**src/rtl/smc_pkg.sv**
```systemverilog
// Shared definitions for serial_magnitude_comparator: state encodings,
// digit-count helper and the WIDTH/DIGIT elaboration check.
package smc_pkg;

    localparam logic [1:0] ST_IDLE = 2'd0;
    localparam logic [1:0] ST_CMP  = 2'd1;
    localparam logic [1:0] ST_DONE = 2'd2;

    function automatic int unsigned smc_num_digits(input int unsigned width,
                                                   input int unsigned digit);
        return width / digit;
    endfunction

endpackage

`ifndef SMC_CHECK_WIDTH
`define SMC_CHECK_WIDTH(w, d) \
    if (((w) % (d)) != 0) begin : g_bad_params \
        $error("serial_magnitude_comparator: WIDTH must be a multiple of DIGIT"); \
    end
`endif

```
**src/rtl/digit_comparator.sv**
```systemverilog
// DIGIT chained greater/equal bit cells, MSB of the digit evaluated first.
module digit_comparator #(
    parameter int unsigned DIGIT = 4
) (
    input  logic             gt_in,
    input  logic             eq_in,
    input  logic [DIGIT-1:0] a,
    input  logic [DIGIT-1:0] b,
    output logic             gt_out,
    output logic             eq_out
);

    logic [DIGIT:0] gt_chain;
    logic [DIGIT:0] eq_chain;

    assign gt_chain[0] = gt_in;
    assign eq_chain[0] = eq_in;

    for (genvar k = 0; k < DIGIT; k++) begin : g_cell
        localparam int unsigned BIT = DIGIT - 1 - k;
        assign gt_chain[k+1] = gt_chain[k] | (eq_chain[k] & a[BIT] & ~b[BIT]);
        assign eq_chain[k+1] = eq_chain[k] & ~(a[BIT] ^ b[BIT]);
    end

    assign gt_out = gt_chain[DIGIT];
    assign eq_out = eq_chain[DIGIT];

endmodule

```
**src/rtl/serial_magnitude_comparator.sv**
```systemverilog
// Multi-cycle MSB-first magnitude comparator, DIGIT bits per clock.
// Define SMC_EARLY_EXIT_EN to finish at the first mismatching digit.
module serial_magnitude_comparator
    import smc_pkg::*;
#(
    parameter int unsigned WIDTH = 16,
    parameter int unsigned DIGIT = 4
) (
    input  logic             clk,
    input  logic             rst,
    input  logic             in_valid,
    output logic             in_ready,
    input  logic [WIDTH-1:0] x,
    input  logic [WIDTH-1:0] y,
    input  logic             is_signed,
    output logic             out_valid,
    input  logic             out_ready,
    output logic             o_gt,
    output logic             o_eq,
    output logic             o_lt
);

    localparam int unsigned NUM_DIGITS = smc_num_digits(WIDTH, DIGIT);
    localparam int unsigned IDX_W      = (NUM_DIGITS > 1) ? $clog2(NUM_DIGITS) : 1;
    localparam logic [WIDTH-1:0] MSB_MASK = WIDTH'(1) << (WIDTH - 1);

    `SMC_CHECK_WIDTH(WIDTH, DIGIT)

    logic [1:0]       state;
    logic [1:0]       state_next;
    logic [IDX_W-1:0] idx;
    logic [WIDTH-1:0] x_sh;
    logic [WIDTH-1:0] y_sh;
    logic             gt_run;
    logic             eq_run;
    logic             gt_cell;
    logic             eq_cell;
    logic             last_digit;
    logic             finish;

    digit_comparator #(.DIGIT(DIGIT)) u_digit (
        .gt_in  (gt_run),
        .eq_in  (eq_run),
        .a      (x_sh[WIDTH-1 -: DIGIT]),
        .b      (y_sh[WIDTH-1 -: DIGIT]),
        .gt_out (gt_cell),
        .eq_out (eq_cell)
    );

    assign last_digit = (idx == IDX_W'(NUM_DIGITS - 1));
`ifdef SMC_EARLY_EXIT_EN
    assign finish = last_digit | ~eq_cell;
`else
    assign finish = last_digit;
`endif

    assign in_ready = (state == ST_IDLE);

    always_ff @(posedge clk) begin
        if (rst) state <= ST_IDLE;
        else     state <= state_next;
    end

    always_comb begin
        state_next = state;
        case (state)
            ST_IDLE: if (in_valid)  state_next = ST_CMP;
            ST_CMP:  if (finish)    state_next = ST_DONE;
            ST_DONE: if (out_ready) state_next = ST_IDLE;
            default:                state_next = ST_IDLE;
        endcase
    end

    // Operands are shifted left so the active digit always sits at the top;
    // signed mode flips both sign bits so the unsigned chain orders them.
    always_ff @(posedge clk) begin
        if (rst) begin
            idx       <= '0;
            x_sh      <= '0;
            y_sh      <= '0;
            gt_run    <= 1'b0;
            eq_run    <= 1'b1;
            out_valid <= 1'b0;
            o_gt      <= 1'b0;
            o_eq      <= 1'b0;
            o_lt      <= 1'b0;
        end else begin
            case (state)
                ST_IDLE: begin
                    if (in_valid) begin
                        x_sh   <= x ^ (is_signed ? MSB_MASK : '0);
                        y_sh   <= y ^ (is_signed ? MSB_MASK : '0);
                        gt_run <= 1'b0;
                        eq_run <= 1'b1;
                        idx    <= '0;
                    end
                end
                ST_CMP: begin
                    x_sh   <= x_sh << DIGIT;
                    y_sh   <= y_sh << DIGIT;
                    gt_run <= gt_cell;
                    eq_run <= eq_cell;
                    idx    <= idx + IDX_W'(1);
                    if (finish) begin
                        out_valid <= 1'b1;
                        o_gt      <= gt_cell;
                        o_eq      <= eq_cell;
                        o_lt      <= ~gt_cell & ~eq_cell;
                    end
                end
                ST_DONE: begin
                    if (out_ready) out_valid <= 1'b0;
                end
                default: ;
            endcase
        end
    end

endmodule

```
**config.mk**
```make
export PLATFORM = sky130hd
export DESIGN_NAME = serial_magnitude_comparator
export DESIGN_NICKNAME = d
export VERILOG_FILES = /design/src/rtl/smc_pkg.sv /design/src/rtl/digit_comparator.sv /design/src/rtl/serial_magnitude_comparator.sv
export SDC_FILE = /design/constraint.sdc
export NUM_CORES = 1
export LEC_CHECK = 0
export CORE_MARGIN = 3
export CORE_UTILIZATION = 50
export CTS_CLUSTER_DIAMETER = 120
export DETAILED_ROUTE_END_ITERATION = 6
export GPL_ROUTABILITY_DRIVEN = 0
export GPL_TIMING_DRIVEN = 0
export PLACE_DENSITY = 0.79
export SLEW_MARGIN = 5
export SYNTH_ARGS = -nofsm -noshare
export SYNTH_HDL_FRONTEND = slang
export SYNTH_SLANG_ARGS = --single-unit
```
**constraint.sdc**
```tcl
create_clock -name clk -period 1.6 [get_ports clk]
set_input_delay 0.32 -clock clk [delete_from_list [all_inputs] [get_ports clk]]
set_output_delay 0.32 -clock clk [all_outputs]
set_load 0.005 [all_outputs]
```
==> metrics.md, run 1 <==
| Metric | Value |
|---|---|
| Vias/cell | `5.48` |
| Lkg Pwr | `1.04 nW` |
| Worst Hold Depth | `2` |
| Cells after Synth | `259` |
| Setup crit end kind | `flop` |
| Die width | `68.8 um` |
| Sequential share of the synthesized area | `42.7%` |
| Synth async-reset ratio | `0%` |
| Post-route antenna net violation count | `0` |
| Synthesized area | `1970 sq um` |
| Diodes inserted | `0` |
| CTS sink count | `42` |
| Worst-path maximum fanout | `10` |
| CP delay by family, top | `simple AND/OR/NAND/NOR gates` |
| Top_reg_cell synth | `dfxtp_1` |
| Met3 Usage GRT | `6.16%` |
| Hold path start | `rst` |
| Worst hold slack | `0.369 ns` |
| Max Slew Vio Count | `0` |
| TritonCTS buffer count | `5` |
| WHS Endpoint | `eq_run$_SDFFE_PP1P_` |
| Initial DRT Pass Iterations | `4` |
| Met1 GRT Util | `28.2%` |
| Worst R2R Start | `state[0]$_SDFFE_PP0P_` |
| Hold_buf cts | `0` |
| Worst Path Required | `1.81 ns` |
| Yosys top cell area share | `42.7%` |
| Crit path launch type | `flop` |
| Starting Density | `52.6%` |
| Critical path class | `flop to flop` |
| # setup viols final | `0` |
| Setup WS pre-CTS | `-0.545 ns` |
| Iter 0 DRT Violations | `147` |
| GRT Util Overall | `24.2%` |
| Initial antenna violation count | `0` |
| RSZ-0062 raised after global routing | `false` |
| RR Endpoint | `o_lt$_SDFFE_PP0P_` |
| Worst path slowest cell | `or3_1` |
| Slowest stage delay, CP | `0.35 ns` |
| Clk pin slew, worst setup/hold paths | `0.08 ns` |
| Clk buf depth | `2` |
| Worst skew pair latency | `0.30 ns` |
| Port Buf Inserts | `40` |
| Grt total ovfl | `0` |
| H-tree depth | `2` |
| Root buffer cell | `clkbuf_8` |
| Layout cells sized above 1 | `10.1%` |
| Cell Area, Placed | `2430 sq um` |
| Synth warnings | `0` |
| Slew HR | `64.0%` |
| Peak supply drop | `0.583 mV` |
| TritonCTS clock tree | `done` |
| Die H | `68.8 um` |
| Type of the tightest min-delay check | `input port to flop` |
| Count of state elements after synthesis | `42` |
| Final worst setup slack | `0.0984 ns` |
| Power per cell area | `919 nW/um^2` |
| Post-synth top area cell | `dfxtp_1` |
| Via Count | `1951` |
| Final Hold Viols | `0` |
| Per-cell routed wire length | `14.8 um` |
| Pin count of the biggest net entering global routing | `13` |
| Post-DP HPWL | `3690 um` |
| Nets | `345` |
| DRC | `0` |
| CP arrival | `1.71 ns` |
| CP bufs+invs | `2` |
| Vias in the first global route | `1793` |
| Flop-to-flop setup slack | `0.1 ns` |
| Most Used Layer, Global Route | `met2` |
| Tcrit/Tclk final | `93.9%` |
| First-pass GRT wire length | `8220 um` |
| Pwr Total | `2.38 mW` |
| Worst-margin pin slew | `0.541 ns` |
| FF-to-FF path depth | `6` |
| Total of max-cap violations | `0` |
| Net Count, Synth | `297` |
| EDFF count, synth | `0` |
| Total core area | `3740 sq um` |
| Syn avg cell area | `7.61 sq um` |
| Worst path cell trace | `buf_2 -> inv_2 -> nor2_4 -> nand2_1 -> or3_1 -> o41ai_2` |
| Top Ports | `42` |
| Final wirelength | `5280 um` |
| Fmax | `666 MHz` |
| Die area | `4730 sq um` |
| Post-synth cell types | `36` |
| Area grow syn2layout | `31.6%` |
| Cell Rows | `22` |
| Final Skew | `0.00462 ns` |
| Post-route minimum period | `1.50 ns` |
| Synth top area cells | `dfxtp_1 43%, nor2_1 10%, a21oi_1 6.9%, a211oi_1 6.1%, nand2_1 4.6%` |
| Met2 usage | `43.4%` |
| Util after Layout | `69.3%` |
| Status | `finished, final reports clean` |
| Post-route cell area | `2590 sq um` |
cell usage in the layout, fill, tap and decap left out, types with 4 or more instances in the layout:
cell type	count
o22ai_1	7
nand3_1	5
o21ai_0	13
dfxtp_1	42
a21oi_1	27
buf_4	4
clkdlybuf4s50_1	38
nor2_1	54
nor2b_1	12
clkbuf_1	6
a211oi_1	16
clkbuf_8	8
nand2_1	23
inv_1	6
clkbuf_2	4
synthesized netlist by cell type (2+ instances only):
| library cell | instances |
|---|---|
| nor2_1 | 55 |
| dfxtp_1 | 42 |
| a21oi_1 | 27 |
| nand2_1 | 24 |
| a211oi_1 | 16 |
| o21ai_0 | 13 |
| clkbuf_1 | 12 |
| nor2b_1 | 12 |
| o22ai_1 | 7 |
| inv_1 | 6 |
| nand3_1 | 5 |
| buf_2 | 4 |
| nor3_1 | 4 |
| a221oi_1 | 3 |
| nand2b_1 | 3 |
| xnor2_1 | 3 |
| xor2_1 | 3 |
| o211ai_1 | 2 |
power breakdown:
group	switching, mW	internal [mW]	total, mW
clock network	0.353	0.348	0.701
registers	0.0554	1.13	1.18
logic	0.257	0.243	0.500
total	0.666	1.72	2.38
cell families (layout without fill, tap and decap cells):
| kind of cell | count (synthesis) | after routing | synth area share, % |
|---|---|---|---|
| buf+inv | 26 | 75 | 5.40 |
| fa+ha+maj | 2 | 2 | 1.21 |
| compound gates | 74 | 74 | 23.6 |
| xor+xnor | 6 | 6 | 2.67 |
| simple gates | 109 | 109 | 24.5 |
| flops | 42 | 42 | 42.7 |
layer usage:
layer	part of all wire, %	vias up
li1	-	988
met1	44	913
met2	50	43
met3	4.8	7
met4	1.1	0
met5	0	-
repair_timing:
action,in CTS,in global routing
setup endpoints to repair,28,27
pin swaps,0,1
hold endpoints to repair,0,0
buffers inserted,0,1
resized for setup,15,18
flip-flops by register name, summed over array words and instances, names as in the netlist:
signal,count
state,2
out_valid,1
idx,2
y_sh,16
eq_run,1
o_gt,1
o_eq,1
o_lt,1
x_sh,16
gt_run,1
worst reg2reg max path, stage by stage, from the launching register on:
cell	delay [ns]
dfxtp_1	0.30
buf_2	0.19
inv_2	0.13
nor2_4	0.12
nand2_1	0.12
or3_1	0.35
o41ai_2	0.19
through the flow:
stage / setup TNS, ns / instances
after floorplan: 0 / 259
after global placement: -12.09 / 347
after detailed placement: -13.33 / 347
after CTS: 0 / 355
after global routing: 0 / 356
final: 0 / 356
worst max-delay path by stage:
stage                          startpoint               endpoint  slack (ns)  cells after the start
floorplan           x_sh[12]$_SDFFE_PP0P_      o_gt$_SDFFE_PP0P_        0.22                      5
global placement                 in_valid  y_sh[12]$_SDFFE_PP0P_       -0.53                      6
detailed placement               in_valid  y_sh[12]$_SDFFE_PP0P_       -0.55                      6
CTS                 state[1]$_SDFFE_PP0P_               in_ready        0.02                      4
global route        x_sh[12]$_SDFFE_PP0P_      o_gt$_SDFFE_PP0P_      0.0005                      5
finish              state[0]$_SDFFE_PP0P_      o_lt$_SDFFE_PP0P_         0.1                      6
final cells by class:
class	count	area [sq um]
plain buffers	18	114
clock buffers	7	86.3
clock inverters	1	5.00
fillers	335	1150
inverters	8	31.3
multi-input cells	191	1050
flip-flops and latches	42	841
well taps	48	60.1
repair buffers	41	405
Note: power is estimated with default switching activity, not from simulation.
==> run 2: changes to the inputs <==
Settings changed: TNS_END_PERCENT set to 50.
==> results of run 2 <==
The final DEF is identical to that of run 1; final timing and power are the same.
==> run 3: changes to the inputs <==
Settings changed: CORE_MARGIN 3 to unset.
==> metrics.md, run 3 (synthesis gave the netlist of run 1 again) <==
| Metric | Value |
|---|---|
| Starting Density | `53.0% (+0.39 points)` |
| First-pass GRT wire length | `8710 um (+6.0%)` |
| Worst-margin pin slew | `0.512 ns (-0.0291 ns)` |
| Die H | `64.8 um (-5.8%)` |
| Vias/cell | `5.58 (+1.8%)` |
| Final Hold Viols | `0 (unchanged)` |
| Post-DP HPWL | `3670 um (-0.54%)` |
| Layout cells sized above 1 | `9.12% (-0.94 points)` |
| Nets | `345 (unchanged)` |
| FILL cells | `331 (-1.2%)` |
| Clk buf depth | `2 (unchanged)` |
| Initial antenna violation count | `0 (unchanged)` |
| Crit path launch type | `flop` |
| Most frequent cells in the layout | `54 x nor2_1, 42 x dfxtp_1, 38 x clkdlybuf4s50_1` |
| # setup viols final | `0 (unchanged)` |
| Iter 0 DRT Violations | `127 (-14%)` |
| Top Ports | `42 (unchanged)` |
| Initial DRT Pass Iterations | `4 (unchanged)` |
| Grt total ovfl | `0 (unchanged)` |
| Via Count | `1980 (+1.5%)` |
| Lkg Pwr | `1.03 nW (-1.1%)` |
| Post-route antenna net violation count | `0 (unchanged)` |
| Combinational Power Share | `21.5% (+0.5 points)` |
| Clock power frac | `27.7% (-1.7 points)` |
| Worst-path maximum fanout | `3 (-7)` |
| Tcrit/Tclk final | `97.6% (+3.8 points)` |
| Final wirelength | `5200 um (-1.6%)` |
| Hold path start | `rst` |
| Area of the multi-input gates | `1040 sq um (-0.71%)` |
| Setup TNS | `0 ns (unchanged)` |
| Total core area | `3720 sq um (-0.74%)` |
| Storage element area | `841 sq um (unchanged)` |
| Seq pwr share | `50.8% (+1.2 points)` |
| Crit. Startpoint | `x_sh[12]$_SDFFE_PP0P_` |
| Total of max-cap violations | `0 (unchanged)` |
| TritonCTS clock tree | `done` |
| Cell Rows | `22 (unchanged)` |
| Pwr Total | `2.33 mW (-2.1%)` |
| DRC | `0 (unchanged)` |
| Commonest non-fill, non-tap cell in the layout | `nor2_1` |
| Port Buf Inserts | `40 (unchanged)` |
| H-tree depth | `2 (unchanged)` |
| Slew HR | `65.9% (+1.9 points)` |
| Type of the tightest min-delay check | `input port to flop` |
| Worst R2R Start | `x_sh[12]$_SDFFE_PP0P_` |
| Clk pin slew, worst setup/hold paths | `0.07 ns (about the same)` |
| Area grow syn2layout | `31.0%` |
| CP arrival | `1.72 ns (about the same)` |
| Switching Fraction | `28.3% (+0.40 points)` |
| RSZ-0062 raised after global routing | `true` |
| Power per cell area | `904 nW/um^2 (-1.7%)` |
| Per-cell routed wire length | `14.6 um (-1.3%)` |
| Flop-to-flop setup slack | `0.04 ns (-0.06 ns)` |
| Net Sw Power | `0.661 mW (-0.76%)` |
| Max Slew Vio Count | `0 (unchanged)` |
| Status | `finished, final reports clean` |
| Largest regs | `x_sh (16), y_sh (16)` |
| Peak supply drop | `0.477 mV (-18%)` |
| Fmax | `640 MHz (-3.8%)` |
| Die width | `64.8 um (-5.8%)` |
| TritonCTS buffer count | `5 (unchanged)` |
| Critical path class | `flop to flop` |
| GRT Util Overall | `27.1% (+2.9 points)` |
| Setup crit end kind | `flop` |
| Worst hold slack | `0.382 ns (+0.0127 ns)` |
| Diodes inserted | `0 (unchanged)` |
| Pin count of the biggest net entering global routing | `12 (-1)` |
| P_int | `1.67 mW (-2.7%)` |
| Vias in the first global route | `1871 (+4.4%)` |
| Final Skew | `0.00396 ns (-0.000666 ns)` |
| Util after Layout | `69.5% (+0.21 points)` |
| Worst Path Required | `1.76 ns (-0.05 ns)` |
| Worst skew pair latency | `0.29 ns (about the same)` |
| Root buffer cell | `clkbuf_8` |
| Die area | `4200 sq um (-11%)` |
| Post-route minimum period | `1.56 ns (+0.0600 ns)` |
| CTS sink count | `42 (unchanged)` |
==> run 3: cell count changes in the layout (fill, tap and decap cells not counted), sizes merged <==
cell         delta
clkinv          -2
buf             -1
clkinvlp        +1
dlygate4sd2     +1
==> run 3: final timing paths <==
kind | end | cells after the start
max | o_gt$_SDFFE_PP0P_ | 5
min | eq_run$_SDFFE_PP1P_ | 2
max reg2reg | o_gt$_SDFFE_PP0P_ | 5
min reg2reg | o_eq$_SDFFE_PP0P_ | 2
==> run 3: critical path: stages, from the launching register on <==
cell and delay [ns]:
dfxtp_1 0.34, nor2b_1 0.15, maj3_2 0.33, o2111a_1 0.30
nor3_2 0.19, a311oi_1 0.12
==> run 3: power groups by stage <==
stage | combinational (mW) | sequential (mW) | clock [mW]
final | 0.501 | 1.19 | 0.647
after global routing | 0.557 | 1.19 | 0.703
after CTS | 0.479 | 1.18 | 0.645
after detailed placement | 0.466 | 1.21 | 0
after global placement | 0.458 | 1.20 | 0
after floorplan | 0.299 | 1.19 | 0
==> run 3: what timing repair did <==
item | in CTS | in global routing
setup buffers | 0 | 1
pin swaps | 0 | 1
hold buffers | 0 | 0
gates resized for setup | 14 | 17
setup endpoints to repair | 28 | 32
==> run 3: area by class of cell <==
cell class,instances,area share (%)
Multi-Input combinational cell,191,40.4
Sequential cell,42,32.6
Timing Repair Buffer,41,15.8
Buffer,18,4.60
Clock buffer,7,2.96
Tap cell,48,2.33
Inverter,8,1.31
==> run 3: routing by layer <==
metal | track usage (%) | share of wire (%) | vias up
li1 | - | - | 985
met1 | 34.5 | 43 | 914
met2 | 46.1 | 49 | 72
met3 | 4.40 | 5.9 | 9
met4 | 9.17 | 1.8 | 0
met5 | 0 | 0 | -
==> run 3: metrics by stage <==
| stage | worst slack, ns | cells | instance area (sq um) |
|---|---|---|---|
| detailed placement | -0.527 | 347 | 2430 |
| global route | -0.00757 | 355 | 2580 |
| finish | 0.0383 | 355 | 2580 |
| global placement | -0.514 | 347 | 2430 |
| CTS | 0.00621 | 354 | 2540 |
| floorplan | 0.217 | 259 | 1970 |
